`src/rtl/ram_ctrl_pkg.sv`:
```
// Shared state encoding, requester indices and helpers for the RAM write arbiter.
// RAMWR_STOP_ON_FULL_EN adds the terminal StFull state.
package ram_ctrl_pkg;

`ifdef RAMWR_STOP_ON_FULL_EN
    typedef enum logic [1:0] {
        StIdle    = 2'd0,
        StWrite   = 2'd1,
        StRecover = 2'd2,
        StFull    = 2'd3
    } state_e;
`else
    typedef enum logic [1:0] {
        StIdle    = 2'd0,
        StWrite   = 2'd1,
        StRecover = 2'd2
    } state_e;
`endif

    localparam int unsigned REQ0 = 0;
    localparam int unsigned REQ1 = 1;

    localparam int unsigned BYTEEN_W     = 8;
    localparam logic [7:0]  BYTEEN_RESET = 8'hFF;

    // Pointer value after reset: "last granted was 1" so requester 0 wins a tie.
    localparam logic LAST_RESET = 1'b1;

    function automatic logic [1:0] idx_to_onehot(input logic idx);
        return idx ? 2'b10 : 2'b01;
    endfunction

endpackage

```
`src/rtl/rr_arbiter2.sv`:
```
// Two-way combinational round-robin arbiter producing a one-hot grant.
module rr_arbiter2
    import ram_ctrl_pkg::*;
(
    input  logic [1:0] req,
    input  logic       last_grant,
    output logic [1:0] grant
);

    always_comb begin
        grant = 2'b00;
        unique case (req)
            2'b01:   grant = idx_to_onehot(1'b0);
            2'b10:   grant = idx_to_onehot(1'b1);
            // On a tie the requester not served last time wins.
            2'b11:   grant = idx_to_onehot(~last_grant);
            default: grant = 2'b00;
        endcase
    end

endmodule

```
`src/rtl/ram_write_arbiter.sv`:
```
// Round-robin arbiter funnelling two write requesters into one RAM write port.
// RAMWR_STOP_ON_FULL_EN: stop in FULL after the last address instead of wrapping.
module ram_write_arbiter
    import ram_ctrl_pkg::*;
#(
    parameter int unsigned ADDR_W     = 14,
    parameter int unsigned DATA_W     = 64,
    parameter int unsigned ADDR_START = 1
) (
    input  logic                i_clk,
    input  logic                i_rst_n,
    input  logic [1:0]          i_req,
    input  logic [DATA_W-1:0]   i_data0,
    input  logic [DATA_W-1:0]   i_data1,
    input  logic [BYTEEN_W-1:0] i_byteen0,
    input  logic [BYTEEN_W-1:0] i_byteen1,
    output logic [1:0]          o_ack,
    output logic [DATA_W-1:0]   o_data,
    output logic [ADDR_W-1:0]   o_address,
    output logic [BYTEEN_W-1:0] o_byteen,
    output logic                o_wbit,
    output logic                o_wrapped,
    output logic                o_busy
);

    localparam logic [ADDR_W-1:0] ADDR_INIT = ADDR_W'(ADDR_START);
    localparam logic [ADDR_W-1:0] ADDR_LAST = '1;

    state_e              state_q, state_d;
    logic [DATA_W-1:0]   data_q, data_d;
    logic [BYTEEN_W-1:0] byteen_q, byteen_d;
    logic [ADDR_W-1:0]   addr_q, addr_d;
    logic                wrapped_q, wrapped_d;
    logic                last_q, last_d;
    logic [1:0]          grant_q, grant_d;
    logic [1:0]          grant;

    rr_arbiter2 u_rr_arbiter2 (
        .req        (i_req),
        .last_grant (last_q),
        .grant      (grant)
    );

    always_ff @(posedge i_clk or negedge i_rst_n) begin
        if (!i_rst_n) begin
            state_q   <= StIdle;
            data_q    <= '0;
            byteen_q  <= BYTEEN_RESET;
            addr_q    <= ADDR_INIT;
            wrapped_q <= 1'b0;
            last_q    <= LAST_RESET;
            grant_q   <= 2'b00;
        end else begin
            state_q   <= state_d;
            data_q    <= data_d;
            byteen_q  <= byteen_d;
            addr_q    <= addr_d;
            wrapped_q <= wrapped_d;
            last_q    <= last_d;
            grant_q   <= grant_d;
        end
    end

    always_comb begin
        state_d   = state_q;
        data_d    = data_q;
        byteen_d  = byteen_q;
        addr_d    = addr_q;
        wrapped_d = wrapped_q;
        last_d    = last_q;
        grant_d   = grant_q;

        unique case (state_q)
            StIdle: begin
                if (|i_req) begin
                    grant_d  = grant;
                    last_d   = grant[REQ1];
                    data_d   = grant[REQ1] ? i_data1 : i_data0;
                    byteen_d = grant[REQ1] ? i_byteen1 : i_byteen0;
                    state_d  = StWrite;
                end
            end
            StWrite: begin
                state_d = StRecover;
            end
            StRecover: begin
                if (addr_q == ADDR_LAST) begin
                    wrapped_d = 1'b1;
`ifdef RAMWR_STOP_ON_FULL_EN
                    state_d   = StFull;
`else
                    addr_d    = '0;
                    state_d   = StIdle;
`endif
                end else begin
                    addr_d  = addr_q + 1'b1;
                    state_d = StIdle;
                end
            end
`ifdef RAMWR_STOP_ON_FULL_EN
            StFull: begin
                state_d = StFull;
            end
`endif
            default: begin
                state_d = StIdle;
            end
        endcase
    end

    // Decoded straight from the state register so an async reset drops them at once.
    assign o_wbit    = (state_q == StWrite);
    assign o_ack     = o_wbit ? grant_q : 2'b00;
    assign o_busy    = (state_q != StIdle);
    assign o_data    = data_q;
    assign o_byteen  = byteen_q;
    assign o_address = addr_q;
    assign o_wrapped = wrapped_q;

    ack_onehot_a : assert property (@(posedge i_clk) disable iff (!i_rst_n) $onehot0(o_ack));
    wbit_single_a : assert property (@(posedge i_clk) disable iff (!i_rst_n)
                                     o_wbit |=> !o_wbit);

endmodule

```
`config.mk`:
```
export PLATFORM = sky130hd
export DESIGN_NAME = ram_write_arbiter
export DESIGN_NICKNAME = d
export VERILOG_FILES = /design/src/rtl/ram_ctrl_pkg.sv /design/src/rtl/rr_arbiter2.sv /design/src/rtl/ram_write_arbiter.sv
export SDC_FILE = /design/constraint.sdc
export NUM_CORES = 1
export LEC_CHECK = 0
export ABC_AREA = 0
export CAP_MARGIN = 20
export CORE_AREA = 5 5 138 101
export CTS_BUF_LIST = sky130_fd_sc_hd__clkbuf_16
export CTS_CLUSTER_SIZE = 20
export DETAILED_ROUTE_END_ITERATION = 8
export DIE_AREA = 0 0 143 106
export GPL_TIMING_DRIVEN = 0
export PLACE_DENSITY = 0.76
export SYNTH_ARGS = -nofsm -noshare
export SYNTH_HDL_FRONTEND = slang
export SYNTH_HIERARCHICAL = 1
export SYNTH_SLANG_ARGS = --single-unit
```
`constraint.sdc`:
```
create_clock -name i_clk -period 1.4 [get_ports i_clk]
set_input_delay 0.42 -clock i_clk [delete_from_list [all_inputs] [get_ports i_clk]]
set_output_delay 0.42 -clock i_clk [all_outputs]
set_load 0.02 [all_outputs]
```
==> results summary <==
Using the TritonRoute via totals, the vias-per-cell ratio works out to 4.89. The global-route wire length before repair is 24000 um. The aggregate routed wire length came out at 16900 um.

The fraction of post-synthesis cell area in the top cell type by area came out at 48.2%. For this run, the top clock speed supported by timing is 626 MHz. Excluding fillers, the count of instances in the completed layout stands at 882. Summed over all instances, the cell type with the most area after synthesis is sky130_fd_sc_hd__dfrtp_1. The total die area came out at 15200 um^2. The repair_antennas step left the layout with diodes totalling 0. The worst stage delay on the critical path is 0.42 ns. The max-capacitance violation count came out at 0. The most common flop cell mapped by yosys is sky130_fd_sc_hd__dfrtp_1. The footprint of the multi-input gates came out at 2620 um^2. The routability congestion estimate from global placement came out at 0.818. For the final routed database, the setup TNS stands at -10.69 ns. STA classifies the critical path startpoint as a register. The post-synthesis area per instance came out at 10.6 um^2. Clock skew on the completed layout was measured at 0.00735 ns. The total non-filler cell area in the finished layout is 8760 um^2. The worst min-delay path class is in2async. The register area came out at 2320 um^2. The area of placed instances is 6920 um^2. After technology mapping, the gate count stands at 400. The area of the placeable core came out at 12700 um^2. The die span in y is 106 um. The number of failing setup endpoints in the final timing report is 103. The peak supply drop came out at 1.03 mV.

The number of clock sinks seen by CTS came out at 92. The signal on the critical path passes through or2_4 > buf_6. The parity-gate share of the synthesized area counting xor and xnor cells came out at 2.47%.

Clock-pin slew was measured on the worst setup and hold paths at 0.07 ns. Counting both buffers and inverters, the worst setup path holds a total of 1. The later-pin clock latency in the skew report is 0.34 ns. TritonCTS built the clock tree. The floorplan row count is 35.

The die extent in x came out at 143 um. The number of primary I/O pins came out at 239. The post-synthesis instance area came out at 4250 um^2.

In this run, placement finished with an instance count of 805. The flow ran to the end, but the final reports show violations. The overall via count from detail_route is 4315. Summed over all layers, the global routing overflow is 0. The checks that failed: setup timing. The analysis attributes to cell leakage a power of 3.74 nW. The wire length per cell came out at 19.1 um. The maximum fanout count along the critical path came out at 4.

The fraction of registers with async set or reset after synthesis is 100%. Port buffering added 238 buffers. The detailed placement HPWL came out at 11000 um.

The share of synthesized cell area in and, or, nand and nor gates came out at 12.5%. The number of global-route vias before repair came out at 4539. For the pin with the worst max-slew slack, the measured transition is 0.651 ns. The area overhead of the layout relative to synthesis is 106%. The initial antenna violation count is 0. The Yosys warning count is 6. The final critical-path share of the clock period came out at 114%. Entering global routing, the biggest net connects 49 pins. Of the total synthesized cell area, the portion taken by full adders, half adders and majority gates is 0.294%. The worst slew margin relative to its limit came out at 56.6%. The hold buffer count at CTS is 0. The largest individual stage delay along the critical path comes from the cell sky130_fd_sc_hd__dfrtp_1.

The total CTS buffers is 9. The count of endpoints failing hold in the final timing report came to 0. The depth of the CTS H-tree came out at 3. Setup slack on the critical path of the routed design comes to -0.198 ns. Grouping stages by cell kind, the critical path spends the most delay in flip-flops. The post-synthesis mux area share came out at 17.2%. The number of nets in the final layout is 860.

The initial core utilization came out at 33.6%. At the placement stage, the worst setup path has a slack of -0.922 ns. The data arrival time of the critical path is 1.18 ns. The violation count after the first detailed-route iteration came out at 114. The startpoint of the worst-slack reg-to-reg timing path is state_q[0].

Yosys mapped a number of flops with a built-in enable equal to 0. The first detailed-routing pass ran for 4 iterations. The total routing resource utilization after global routing is 19.9%. The most critical setup path has its startpoint at state_q[0].

The maximum number of buffers from clock root to sink came out at 2. Setup repair after global routing could not meet its margin everywhere. The DRC violation count after routing came out at 0.

The count of state elements after synthesis came out at 92. The data required time at the worst endpoint came out at 0.98 ns. The number of filler cells placed in the layout came out at 898. Sorting the synthesized cells by area gives the leading types as sky130_fd_sc_hd__dfrtp_1 (48%), sky130_fd_sc_hd__mux2i_1 (17%), sky130_fd_sc_hd__a21oi_1 (8.5%). The number of antenna-violating nets in the routed design is 0. The worst setup path is captured at an output port. After synthesis, the largest family of logic cells by area is multiplexers. Once layout is complete, the utilization of the core stands at 69.3%. The compound-cell area share of the yosys netlist is 9.35%. The final period demand of the worst path came out at 1.60 ns. The final max-slew violation count came to 0. Dividing total power by cell area gives a power density of 2080 nW/um^2.

The layout cell share with drive strength beyond 1 is 51.5%. By startpoint and endpoint, the worst setup path is classified as reg2out. The fraction of the yosys area taken by sequential cells came out at 54.4%.

The net count of the mapped netlist is 549. The buffer cell driving the clock tree root is sky130_fd_sc_hd__clkbuf_16. Counting distinct cell types in the post-synthesis netlist gives 32.
-- worst paths after layout --
check	end	slack [ns]	cells past startpoint
setup / recovery	o_busy	-0.20	2
hold / removal	o_data[0]	0.10	1
setup reg to reg	grant_q[0]	-0.18	5
hold reg to reg	o_wrapped	0.46	1
max in group asynchronous	o_byteen[6]	0.59	2
min in group i_clk	o_wrapped	0.46	1
-- layout make-up --
cell class,instances,area share (%)
multi-input cells,280,29.9
plain buffers,24,4.58
inverters,3,0.128
well taps,166,2.37
clock buffers,9,2.57
flip-flops and latches,92,26.5
repair buffers,301,33.0
clock inverters,7,0.871
-- cell families (layout without fill, tap and decap cells) --
| kind of cell | Yosys count | after routing |
|---|---|---|
| AOI/OAI and AO/OA | 78 | 78 |
| xor gates and xnor gates | 12 | 12 |
| adders and majority gates | 1 | 1 |
| buffers and inverters | 28 | 344 |
| DFF | 92 | 92 |
| muxes | 73 | 73 |
| and+or+nand+nor | 116 | 116 |
-- stage by stage --
| step | power, mW | hold WS [ns] |
|---|---|---|
| after detailed placement | 12.1 | 0.454 |
| after global routing | 19.1 | 0.145 |
| final | 18.2 | 0.100 |
| after floorplan | 8.40 | 0.124 |
| after global placement | 11.9 | 0.452 |
| after CTS | 15.9 | 0.118 |
-- report_power, final --
part	switching (mW)	leakage (nW)	total, mW	internal [mW]
combinational	5.43	2.55	10.8	5.34
clock	1.09	0.148	2.49	1.40
sequential	1.01	1.04	4.95	3.94
total	7.52	3.74	18.2	10.7
-- layout by cell type (no fill, tap or decap), drive strengths merged, types with 2 or more instances in the layout --
cell / synthesis / final
or2: 2 / 2
clkinv: 0 / 2
dlygate4sd2: 0 / 2
nor2: 82 / 82
nand4: 4 / 4
and2: 3 / 3
nand2: 6 / 6
dfrtp: 82 / 82
nor2b: 2 / 2
buf: 25 / 169
nand3: 4 / 4
inv: 3 / 6
a21boi: 2 / 2
nor4: 5 / 5
clkbuf: 0 / 18
xor2: 4 / 4
mux2i: 72 / 72
nor3: 3 / 3
o21ai: 3 / 3
dfstp: 10 / 10
xnor2: 8 / 8
clkdlybuf4s50: 0 / 144
a21oi: 72 / 72
-- synth_stat cells (3+ instances only) --
master                    count
sky130_fd_sc_hd__buf_2       17
sky130_fd_sc_hd__o21ai_0      3
sky130_fd_sc_hd__mux2i_1     72
sky130_fd_sc_hd__xnor2_1      8
sky130_fd_sc_hd__nand4_1      3
sky130_fd_sc_hd__nor3_1       3
sky130_fd_sc_hd__dfstp_2     10
sky130_fd_sc_hd__dfrtp_1     82
sky130_fd_sc_hd__and2_1       3
sky130_fd_sc_hd__nor2_1      82
sky130_fd_sc_hd__a21oi_1     72
sky130_fd_sc_hd__xor2_1       4
sky130_fd_sc_hd__nor4_1       4
sky130_fd_sc_hd__buf_4        7
sky130_fd_sc_hd__nand3_1      4
sky130_fd_sc_hd__nand2_1      6
sky130_fd_sc_hd__inv_1        3
-- routing by layer --
metal	vias up	GRT usage (%)	routed length [um]
met2	170	35.0	8880
met4	0	6.11	378
li1	2003	-	-
met1	2113	23.3	6460
met5	-	0	0
met3	29	5.67	1160
-- timing repair --
item / 4_1_cts / 5_1_grt
resized for setup: 536 / 173
pin swaps: 16 / 15
setup endpoints to repair: 177 / 112
setup buffers: 26 / 21
gates cloned: 11 / 9
-- state kept, by name, indices dropped and copies added (netlist names) --
name	flops
o_data	64
o_address	14
o_byteen	8
grant_q	2
state_q	2
last_q	1
o_wrapped	1
-- worst register-to-register path, cell delays in order, from the launching register on --
cell,delay (ns)
sky130_fd_sc_hd__dfrtp_1,0.42
sky130_fd_sc_hd__or2_4,0.29
sky130_fd_sc_hd__nor2_4,0.18
sky130_fd_sc_hd__buf_6,0.13
sky130_fd_sc_hd__buf_12,0.14
sky130_fd_sc_hd__mux2_4,0.31
No activity file was read; power rests on OpenSTA's default activity.
